--- config.mk ---
export PLATFORM = sky130hd
export DESIGN_NAME = pim_cmd_sequencer_flat
export DESIGN_NICKNAME = d
export VERILOG_FILES = /design/src/rtl/pim_cmd_sequencer_pkg.sv /design/src/rtl/pim_cmd_sequencer_if.sv /design/src/rtl/pim_cmd_sequencer_watchdog.sv /design/src/rtl/pim_cmd_sequencer.sv /design/src/flat_wrapper.sv
export SDC_FILE = /design/constraint.sdc
export NUM_CORES = 1
export LEC_CHECK = 0
export CAP_MARGIN = 20
export CORE_ASPECT_RATIO = 0.9
export CORE_MARGIN = 2
export CORE_UTILIZATION = 48
export CTS_BUF_LIST = sky130_fd_sc_hd__clkbuf_4 sky130_fd_sc_hd__clkbuf_8
export DETAILED_ROUTE_END_ITERATION = 6
export GPL_ROUTABILITY_DRIVEN = 0
export PLACE_DENSITY = 0.88
export SYNTH_ARGS = -nofsm -noshare
export SYNTH_HDL_FRONTEND = slang
export SYNTH_SLANG_ARGS = --single-unit
--- constraint.sdc ---
create_clock -name clk -period 6.8 [get_ports clk]
set_clock_uncertainty 0.2 [all_clocks]
set_input_delay 1.02 -clock clk [delete_from_list [all_inputs] [get_ports clk]]
set_output_delay 1.02 -clock clk [all_outputs]
set_load 0.01 [all_outputs]
--- src/rtl/pim_cmd_sequencer_pkg.sv ---
// Shared definitions for the PIM command sequencer and its CFU link.
// Function codes are common with the CFU itself.
package pim_cmd_sequencer_pkg;

   localparam int DEF_DWIDTH = 32;
   localparam int DEF_AWIDTH = 10;
   localparam int DEF_MWIDTH = 8;

   localparam int FN_READ  = 0;
   localparam int FN_WRITE = 1;
   localparam int FN_MAC   = 2;

   typedef enum logic [2:0] {
      S_IDLE,
      S_LOAD,
      S_WR_CMD,
      S_WR_RSP,
      S_MAC_CMD,
      S_MAC_RSP,
      S_DONE
   } state_t;

   // States in which a CFU command or its response is outstanding.
   function automatic logic is_wait_state(input state_t s);
      return (s == S_WR_CMD) || (s == S_WR_RSP) || (s == S_MAC_CMD) || (s == S_MAC_RSP);
   endfunction

endpackage

--- src/rtl/pim_cmd_sequencer_if.sv ---
// CFU command/response link: master is the sequencer, slave is the CFU.
interface pim_cmd_sequencer_if
   import pim_cmd_sequencer_pkg::*;
#(
   parameter int DWIDTH = DEF_DWIDTH,
   parameter int AWIDTH = DEF_AWIDTH
);

   logic              cmd_valid;
   logic              cmd_ready;
   logic [AWIDTH-1:0] cmd_payload_function_id;
   logic [DWIDTH-1:0] cmd_payload_inputs_0;
   logic [DWIDTH-1:0] cmd_payload_inputs_1;
   logic              rsp_valid;
   logic              rsp_ready;
   logic [DWIDTH-1:0] rsp_payload_outputs_0;

   modport master (
      output cmd_valid,
      input  cmd_ready,
      output cmd_payload_function_id,
      output cmd_payload_inputs_0,
      output cmd_payload_inputs_1,
      input  rsp_valid,
      output rsp_ready,
      input  rsp_payload_outputs_0
   );

   modport slave (
      input  cmd_valid,
      output cmd_ready,
      input  cmd_payload_function_id,
      input  cmd_payload_inputs_0,
      input  cmd_payload_inputs_1,
      output rsp_valid,
      input  rsp_ready,
      output rsp_payload_outputs_0
   );

endinterface

--- src/rtl/pim_cmd_sequencer_watchdog.sv ---
// Response watchdog: counts waiting cycles and flags when the budget is spent.
module pim_rsp_watchdog #(
   parameter int TIMEOUT = 64
) (
   input  logic clk,
   input  logic reset,
   input  logic clear,
   input  logic enable,
   output logic timeout
);

   localparam int CW = $clog2(TIMEOUT + 1);

   logic [CW-1:0] wait_cnt;

   always_ff @(posedge clk or negedge reset) begin
      if (!reset) begin
         wait_cnt <= '0;
      end else if (clear) begin
         wait_cnt <= '0;
      end else if (enable) begin
         wait_cnt <= wait_cnt + CW'(1);
      end
   end

   assign timeout = enable && (wait_cnt == CW'(TIMEOUT - 1));

endmodule

--- src/rtl/pim_cmd_sequencer.sv ---
// Job-level front end for the PIM CFU: streams weight words in with write
// commands, then issues MAC commands and returns the final MAC response.
module pim_cmd_sequencer
   import pim_cmd_sequencer_pkg::*;
#(
   parameter int DWIDTH  = DEF_DWIDTH,
   parameter int AWIDTH  = DEF_AWIDTH,
   parameter int MWIDTH  = DEF_MWIDTH,
   parameter int LWIDTH  = 9,
   parameter int SWIDTH  = 5,
   parameter int TIMEOUT = 64
) (
   input  logic              clk,
   input  logic              reset,
   input  logic              job_valid,
   output logic              job_ready,
   input  logic [MWIDTH-1:0] job_base,
   input  logic [LWIDTH-1:0] job_len,
   input  logic [SWIDTH-1:0] job_steps,
   input  logic              wdata_valid,
   output logic              wdata_ready,
   input  logic [DWIDTH-1:0] wdata,
   pim_cmd_sequencer_if.master cfu,
   output logic              res_valid,
   input  logic              res_ready,
   output logic [DWIDTH-1:0] res_data,
   output logic              res_err,
   output logic              busy
);

   state_t state_q, state_d;

   logic [MWIDTH-1:0] addr_q;
   logic [LWIDTH-1:0] len_q;
   logic [SWIDTH-1:0] step_q;
   logic [DWIDTH-1:0] word_q;
   logic [DWIDTH-1:0] res_data_q;
   logic              res_err_q;

   logic accept;
   logic load_word;
   logic write_done;
   logic mac_done;
   logic abort;
   logic wait_state;
   logic wd_clear;
   logic timeout;

   assign wait_state = is_wait_state(state_q);
   assign wd_clear   = write_done || mac_done || abort || !wait_state;

   pim_rsp_watchdog #(
      .TIMEOUT (TIMEOUT)
   ) u_watchdog (
      .clk     (clk),
      .reset   (reset),
      .clear   (wd_clear),
      .enable  (wait_state),
      .timeout (timeout)
   );

   always_ff @(posedge clk or negedge reset) begin
      if (!reset) begin
         state_q <= S_IDLE;
      end else begin
         state_q <= state_d;
      end
   end

   // A response that arrives together with cmd_ready completes the command
   // on the spot, so the *_RSP state is only visited for late responses.
   always_comb begin
      state_d                     = state_q;
      job_ready                   = 1'b0;
      wdata_ready                 = 1'b0;
      cfu.cmd_valid               = 1'b0;
      cfu.cmd_payload_function_id = AWIDTH'(FN_READ);
      cfu.cmd_payload_inputs_0    = '0;
      cfu.cmd_payload_inputs_1    = '0;
      cfu.rsp_ready               = 1'b0;
      res_valid                   = 1'b0;
      accept                      = 1'b0;
      load_word                   = 1'b0;
      write_done                  = 1'b0;
      mac_done                    = 1'b0;
      abort                       = 1'b0;

      case (state_q)
         S_IDLE: begin
            job_ready = 1'b1;
            if (job_valid) begin
               accept = 1'b1;
               if (job_len != '0) begin
                  state_d = S_LOAD;
               end else if (job_steps != '0) begin
                  state_d = S_MAC_CMD;
               end else begin
                  state_d = S_DONE;
               end
            end
         end
         S_LOAD: begin
            wdata_ready = 1'b1;
            if (wdata_valid) begin
               load_word = 1'b1;
               state_d   = S_WR_CMD;
            end
         end
         S_WR_CMD: begin
            cfu.cmd_valid               = 1'b1;
            cfu.cmd_payload_function_id = AWIDTH'(FN_WRITE);
            cfu.cmd_payload_inputs_0    = word_q;
            cfu.cmd_payload_inputs_1    = DWIDTH'(addr_q);
            cfu.rsp_ready               = 1'b1;
            if (cfu.cmd_ready && cfu.rsp_valid) begin
               write_done = 1'b1;
            end else if (timeout) begin
               abort = 1'b1;
            end else if (cfu.cmd_ready) begin
               state_d = S_WR_RSP;
            end
         end
         S_WR_RSP: begin
            cfu.rsp_ready = 1'b1;
            if (cfu.rsp_valid) begin
               write_done = 1'b1;
            end else if (timeout) begin
               abort = 1'b1;
            end
         end
         S_MAC_CMD: begin
            cfu.cmd_valid               = 1'b1;
            cfu.cmd_payload_function_id = AWIDTH'(FN_MAC);
            cfu.rsp_ready               = 1'b1;
            if (cfu.cmd_ready && cfu.rsp_valid) begin
               mac_done = 1'b1;
            end else if (timeout) begin
               abort = 1'b1;
            end else if (cfu.cmd_ready) begin
               state_d = S_MAC_RSP;
            end
         end
         S_MAC_RSP: begin
            cfu.rsp_ready = 1'b1;
            if (cfu.rsp_valid) begin
               mac_done = 1'b1;
            end else if (timeout) begin
               abort = 1'b1;
            end
         end
         S_DONE: begin
            res_valid = 1'b1;
            if (res_ready) begin
               state_d = S_IDLE;
            end
         end
         default: ;
      endcase

      if (write_done) begin
         if (len_q == LWIDTH'(1)) begin
            state_d = (step_q == '0) ? S_DONE : S_MAC_CMD;
         end else begin
            state_d = S_LOAD;
         end
      end
      if (mac_done) begin
         state_d = (step_q == SWIDTH'(1)) ? S_DONE : S_MAC_CMD;
      end
      if (abort) begin
         state_d = S_DONE;
      end
   end

   always_ff @(posedge clk or negedge reset) begin
      if (!reset) begin
         addr_q     <= '0;
         len_q      <= '0;
         step_q     <= '0;
         word_q     <= '0;
         res_data_q <= '0;
         res_err_q  <= 1'b0;
      end else begin
         if (accept) begin
            addr_q     <= job_base;
            len_q      <= job_len;
            step_q     <= job_steps;
            res_data_q <= '0;
            res_err_q  <= 1'b0;
         end
         if (load_word) begin
            word_q <= wdata;
         end
         if (write_done) begin
            addr_q <= addr_q + MWIDTH'(1);
            len_q  <= len_q - LWIDTH'(1);
         end
         if (mac_done) begin
            step_q <= step_q - SWIDTH'(1);
            if (step_q == SWIDTH'(1)) begin
               res_data_q <= cfu.rsp_payload_outputs_0;
            end
         end
         if (abort) begin
            res_data_q <= '0;
            res_err_q  <= 1'b1;
         end
      end
   end

   assign res_data = res_data_q;
   assign res_err  = res_err_q;
   assign busy     = (state_q != S_IDLE);

endmodule

--- src/flat_wrapper.sv ---
// flat-port wrapper written by rule: the top's interface ports become plain ports
module pim_cmd_sequencer_flat import pim_cmd_sequencer_pkg::*;
#(
   parameter int DWIDTH  = DEF_DWIDTH,
   parameter int AWIDTH  = DEF_AWIDTH,
   parameter int MWIDTH  = DEF_MWIDTH,
   parameter int LWIDTH  = 9,
   parameter int SWIDTH  = 5,
   parameter int TIMEOUT = 64
)
  (clk, reset, job_valid, job_ready, job_base, job_len, job_steps, wdata_valid, wdata_ready, wdata, res_valid, res_ready, res_data, res_err, busy, cfu_cmd_valid, cfu_cmd_ready, cfu_cmd_payload_function_id, cfu_cmd_payload_inputs_0, cfu_cmd_payload_inputs_1, cfu_rsp_valid, cfu_rsp_ready, cfu_rsp_payload_outputs_0);
  pim_cmd_sequencer_if #(.DWIDTH(DWIDTH), .AWIDTH(AWIDTH)) cfu_i ();
  input  logic clk;
  input  logic reset;
  input  logic job_valid;
  output logic job_ready;
  input  logic [MWIDTH-1:0] job_base;
  input  logic [LWIDTH-1:0] job_len;
  input  logic [SWIDTH-1:0] job_steps;
  input  logic wdata_valid;
  output logic wdata_ready;
  input  logic [DWIDTH-1:0] wdata;
  output logic res_valid;
  input  logic res_ready;
  output logic [DWIDTH-1:0] res_data;
  output logic res_err;
  output logic busy;
  output wire logic [$bits(cfu_i.cmd_valid)-1:0] cfu_cmd_valid;
  input wire logic [$bits(cfu_i.cmd_ready)-1:0] cfu_cmd_ready;
  output wire logic [$bits(cfu_i.cmd_payload_function_id)-1:0] cfu_cmd_payload_function_id;
  output wire logic [$bits(cfu_i.cmd_payload_inputs_0)-1:0] cfu_cmd_payload_inputs_0;
  output wire logic [$bits(cfu_i.cmd_payload_inputs_1)-1:0] cfu_cmd_payload_inputs_1;
  input wire logic [$bits(cfu_i.rsp_valid)-1:0] cfu_rsp_valid;
  output wire logic [$bits(cfu_i.rsp_ready)-1:0] cfu_rsp_ready;
  input wire logic [$bits(cfu_i.rsp_payload_outputs_0)-1:0] cfu_rsp_payload_outputs_0;
  assign cfu_cmd_valid = cfu_i.cmd_valid;
  assign cfu_i.cmd_ready = cfu_cmd_ready;
  assign cfu_cmd_payload_function_id = cfu_i.cmd_payload_function_id;
  assign cfu_cmd_payload_inputs_0 = cfu_i.cmd_payload_inputs_0;
  assign cfu_cmd_payload_inputs_1 = cfu_i.cmd_payload_inputs_1;
  assign cfu_i.rsp_valid = cfu_rsp_valid;
  assign cfu_rsp_ready = cfu_i.rsp_ready;
  assign cfu_i.rsp_payload_outputs_0 = cfu_rsp_payload_outputs_0;
  pim_cmd_sequencer #(.DWIDTH(DWIDTH), .AWIDTH(AWIDTH), .MWIDTH(MWIDTH), .LWIDTH(LWIDTH), .SWIDTH(SWIDTH), .TIMEOUT(TIMEOUT)) u_core (.clk(clk), .reset(reset), .job_valid(job_valid), .job_ready(job_ready), .job_base(job_base), .job_len(job_len), .job_steps(job_steps), .wdata_valid(wdata_valid), .wdata_ready(wdata_ready), .wdata(wdata), .cfu(cfu_i), .res_valid(res_valid), .res_ready(res_ready), .res_data(res_data), .res_err(res_err), .busy(busy));
endmodule
==> flow_metrics.tcl, run 1 <==
set metrics [dict create \
    post_dp_cell_area_um2 6800 \
    die_h_um 101 \
    portBuffers 173 \
    rsz0062_at_grt "no" \
    gr-total-overflow 0 \
    dieArea_um2 11400 \
    netlist_top_cells_count "dfrtp_1, nand2_1, nand3_1" \
    drc 0 \
    wl_per_cell_um 16.4 \
    crit_path_end_kind "output port" \
    clkTransAtPathRegs_ns 0.10 \
    synth_area_leaders "dfrtp_1, mux2_2, and2_1, buf_4, nand2_1" \
    cts_tree "built" \
    routed_wl_um 13400 \
    cts.sinks 97 \
    cts_buffer_depth 2 \
    utilization 0.682 \
    cpPeakStageDelay_ns 0.63 \
    yosysMostFrequentCell "dfrtp_1" \
    clk_latency_ns 0.35 \
    fp-row-count 35 \
    crit_start "u_core.state_q[1]$_DFFE_PN0P_" \
    hold_path.class "input port to async pin" \
    cp-start-kind "flip-flop" \
    layout_min_cycle_time_ns 3.63 \
    required_ns 5.58 \
    initial_core_util 0.494 \
    worst_ep_arrival_time_ns 2.41 \
    final.period_utilization 0.534 \
    yosysUniqueCellTypes 52 \
    drt_iter0_markers 252 \
    vias 4452 \
    drv_slew 0 \
    synthFlopType "dfrtp_1" \
    grt_max_degree 75 \
    placed_cells 800 \
    r2r_start "u_core.state_q[1]$_DFFE_PN0P_" \
    ant_nets 0 \
    tightest_slew_ns 1.08 \
    final_area_um2 6990 \
    num_io_pins 206 \
    hold_buffers 0 \
    slowest_stage "dfrtp_1" \
    status "complete, no violations" \
    finalSetupViolations 0 \
    netlist_area_um2 5060 \
    grt_usage 0.228 \
    crit_type "flip-flop to output port" \
    path_cells "inv_1 > nor3_2 > buf_4 > and2_1 > clkdlybuf4s50_1" \
    cts-buffers-inserted 9 \
    fmax_mhz 275 \
    yosys_warnings 0 \
    htree_levels 3 \
    p_per_area_nw_per_um2 296 \
    die_x_um 112 \
    post_cts_buffers 0 \
    slew_headroom 0.282 \
    leakage_nw 2.90 \
    viasPerCell 5.45 \
    cts_resized 0 \
    irDropWorstVdd_mv 0.184 \
    cts_root_buffer "clkbuf_8" \
    antenna_found_initial 0 \
    syn_inst 523 \
    finalSetupTns_ns 0 \
    antenna_cells 0 \
    drive_gt1_frac 0.0959 \
    crit_family "buffers and inverters" \
    seq_area_frac_synth 0.480 \
    maxCapViolations 0 \
    final_cells 817 \
    path_buf_inv 3 \
    reg2reg_depth 6 \
    grt_pass1_vias 4269 \
    avgSynthCellArea_um2 9.67 \
    hold_viol 0 \
    synth_top_area_cell "dfrtp_1" \
    async_flop_share 1.00 \
    synth_top_area_frac 0.480 \
    synth_edf_count 0 \
    grt_pass1_wl_um 21100 \
    dp_hpwl_um 9740 \
    core-area_um2 10200 \
    area_growth_pct 38.2 \
    nets 784 \
    rrSetupSlack_ns 3.84 \
    reg2reg_to "u_core.state_q[1]$_DFFE_PN0P_" \
    ys_ff_latch 97 \
    cp_max_fo 41 \
    first_pass_iters 4 \
]
==> cells in the final DEF (no fill, tap or decap), drive strengths merged, types with 3 or more instances in the layout <==
cell type / n
clkdlybuf4s50: 172
dfrtp: 97
nand2: 62
nand3: 46
and2: 43
a21oi: 41
mux2: 33
conb: 32
nor2: 18
inv: 14
nor3: 11
clkbuf: 11
o21ai: 10
buf: 9
ha: 8
or3: 7
o311ai: 6
and3: 5
o211ai: 5
nand2b: 4
or4: 4
xor2: 3
nor2b: 3
o221a: 3
nor4: 3
a221o: 3
clkinvlp: 3
==> cell families after synthesis <==
family                     count (synthesis)  synth area share
xor gates and xnor gates                   5           0.00866
muxes                                     34            0.0754
adders and majority gates                  8            0.0198
buffers and inverters                     76            0.0831
AOI/OAI and AO/OA                         89             0.116
other                                      1          0.000741
and+or+nand+nor                          213             0.216
DFF                                       97             0.480
==> sequential cells by signal (all words and copies together) (netlist names) <==
signal                      count
u_core.state_q                  3
u_core.res_err                  1
u_core.addr_q                   8
u_core.res_data                32
u_core.u_watchdog.wait_cnt      7
u_core.step_q                   5
u_core.word_q                  32
u_core.len_q                    9
==> report_power, final <==
| group | internal [W] | switching [W] | leakage, nW | total (W) |
|---|---|---|---|---|
| Combinational | 0.000445 | 0.000386 | 1.59 | 0.000831 |
| Clock | 0.000144 | 0.000209 | 0.0830 | 0.000353 |
| Sequential | 0.000748 | 0.000139 | 1.23 | 0.000886 |
| Total | 0.00134 | 0.000734 | 2.90 | 0.00207 |
==> metal layers <==
metal	track usage	wire, um
met1	0.299	5430
met2	0.393	6830
met3	0.0413	918
met4	0.0647	199
met5	0	0
==> metrics by stage <==
step	setup slack (ns)	power, W	hold slack, ns
CTS	3.16	0.00208	0.207
global placement	3.07	0.00167	0.244
detailed placement	3.00	0.00173	0.268
global route	3.00	0.00220	0.196
floorplan	4.12	0.00139	0.233
finish	3.17	0.00207	0.228
==> layout make-up <==
cell class,count,area [um^2]
Clock buffer,11,139
Fill cell,795,3250
Clock inverter,5,40.0
Sequential cell,97,2430
Inverter,13,48.8
Multi-Input combinational cell,381,2340
Timing Repair Buffer,181,1840
Tap cell,129,161
==> worst max path at each step <==
stage,end,slack (ns),depth (start not counted)
5_1_grt,cfu_cmd_payload_inputs_0[14],3.00,5
4_1_cts,cfu_cmd_payload_inputs_0[14],3.16,5
2_1_floorplan,cfu_cmd_payload_inputs_0[29],4.12,5
3_5_place_dp,u_core.state_q[1]$_DFFE_PN0P_,3.00,6
3_3_place_gp,u_core.state_q[1]$_DFFE_PN0P_,3.07,6
6_report,cfu_cmd_payload_inputs_0[14],3.17,5
Note: power is estimated with default switching activity, not from simulation.
==> inputs of run 2 (changes only) <==
CORE_UTILIZATION = 45   (was 48)
PLACE_DENSITY = 0.83   (was 0.88)
clock period = 3.4 ns   (was 6.8 ns; I/O delays follow)
==> flow_metrics.tcl, run 2 (synthesis results as in run 1) <==
set metrics [dict create \
    fmax_mhz 327 \
    n_fill_cell 920 \
    place_ws_ns 0.398 \
    cts_resized 0 \
    viasPerCell 5.24 \
    die_h_um 105 \
    leakage_nw 2.91 \
    irDropWorstVdd_mv 0.370 \
    hold_buffers 1 \
    fp-row-count 36 \
    vias 4403 \
    hold_viol 0 \
    final_common_cell "clkdlybuf4s50_1" \
    reg2reg_to "u_core.state_q[1]$_DFFE_PN0P_" \
    clk_latency_ns 0.37 \
    drc 0 \
    final_cells 841 \
    status "complete, no violations" \
    dieArea_um2 12100 \
    p_per_area_nw_per_um2 589 \
    antenna_found_initial 0 \
    cts-buffers-inserted 9 \
    routed_wl_um 13100 \
    crit_path_end_kind "output port" \
    drv_slew 0 \
    min_path_cells 1 \
    grt_max_degree 98 \
    clkTransAtPathRegs_ns 0.08 \
    ant_nets 0 \
    maxUsedRoutingLayer "met4" \
    met2_wirelength_um 6550 \
    hp-start "u_core.u_watchdog.wait_cnt[0]$_DFFE_PN0P_" \
    cp_max_fo 41 \
    gr-total-overflow 0 \
    hold_path.class "flip-flop to flip-flop" \
    met3WireLength_um 1180 \
    dp_hpwl_um 9530 \
    cts_root_buffer "clkbuf_8" \
    die_x_um 116 \
    post_dp_cell_area_um2 6820 \
    slew_headroom 0.500 \
    drt_iter0_markers 235 \
    num_io_pins 206 \
    layout_common_cells "clkdlybuf4s50_1, dfrtp_1, nand2_1" \
    maxCapViolations 0 \
    r2r_start "u_core.state_q[1]$_DFFE_PN0P_" \
    initial_core_util 0.464 \
    drt-met1-wl_um 5080 \
    reg2reg_depth 6 \
    post_cts_buffers 0 \
    layout_min_cycle_time_ns 3.06 \
    finalWorstSetupSlack_ns 0.344 \
    antenna_cells 0 \
    first_pass_iters 5 \
    placed_cells 825 \
    nets 786 \
    tightest_slew_ns 0.731 \
    hold_end "u_core.u_watchdog.wait_cnt[0]$_DFFE_PN0P_" \
    drive_gt1_frac 0.0958 \
    cts_buffer_depth 2 \
    rrSetupSlack_ns 0.60 \
    grt_pass1_vias 4416 \
    wl_per_cell_um 15.6 \
    portBuffers 173 \
    final.period_utilization 0.899 \
    grt_pass1_wl_um 21100 \
    core-area_um2 10900 \
    worst_ep_arrival_time_ns 2.35 \
    cts.sinks 97 \
    cts_tree "built" \
    final_area_um2 7010 \
    required_ns 2.69 \
    crit_start "u_core.state_q[1]$_DFFE_PN0P_" \
    area_growth_pct 38.5 \
    rsz0062_at_grt "no" \
    cp-start-kind "flip-flop" \
    finalSetupTns_ns 0 \
    grt_usage 0.218 \
    htree_levels 3 \
    crit_type "flip-flop to output port" \
    finalSetupViolations 0 \
    p_total_w 0.00412 \
]
## run 2: layout make-up
type	count	area [um^2]	share of cell area
clock inverters	2	13.8	0.00196
multi-input cells	381	2340	0.334
flip-flops and latches	97	2430	0.346
inverters	13	48.8	0.00697
well taps	152	190	0.0271
clock buffers	13	166	0.0238
repair buffers	183	1820	0.260
## run 2: layer usage
| layer | GRT usage | vias to the layer above |
|---|---|---|
| met3 | 0.0841 | 24 |
| met2 | 0.357 | 173 |
| li1 | - | 2087 |
| met5 | 0 | - |
| met1 | 0.262 | 2119 |
| met4 | 0.0757 | 0 |
## run 2: how the worst max path moves through the flow
| stage | endpoint |
|---|---|
| floorplan | u_core.state_q[0]$_DFFE_PN0P_ |
| global placement | u_core.len_q[8]$_DFFE_PN0P_ |
| detailed placement | u_core.len_q[6]$_DFFE_PN0P_ |
| CTS | cfu_cmd_payload_inputs_0[5] |
| global route | cfu_cmd_payload_inputs_1[1] |
| finish | cfu_cmd_payload_inputs_0[18] |
## run 2: metrics by stage
stage / util / hold slack, ns
after floorplan: - / 0.0144
after global placement: 0.625 / 0.245
after detailed placement: 0.625 / 0.258
after CTS: 0.643 / 0.270
after global routing: 0.643 / 0.317
final: 0.643 / 0.266
## run 2: power breakdown
group          leakage [nW]  total, W  switching (W)  internal [W]
logic                  1.58   0.00165       0.000762      0.000893
clock network        0.0963  0.000704       0.000385      0.000319
registers              1.23   0.00177       0.000269       0.00150
total                  2.91   0.00412        0.00142       0.00271
## run 2: critical path, stage by stage (launching register included)
cell and delay (ns):
dfrtp_1 0.61, inv_1 0.17, nor3_2 0.13, buf_4 0.32, and2_1 0.19, clkdlybuf4s50_1 0.56
==> inputs of run 3 (changes only) <==
CTS_CLUSTER_SIZE = 20   (was unset)
==> results of run 3 <==
Same layout as run 2: the final DEF is identical, and so are final timing and power.
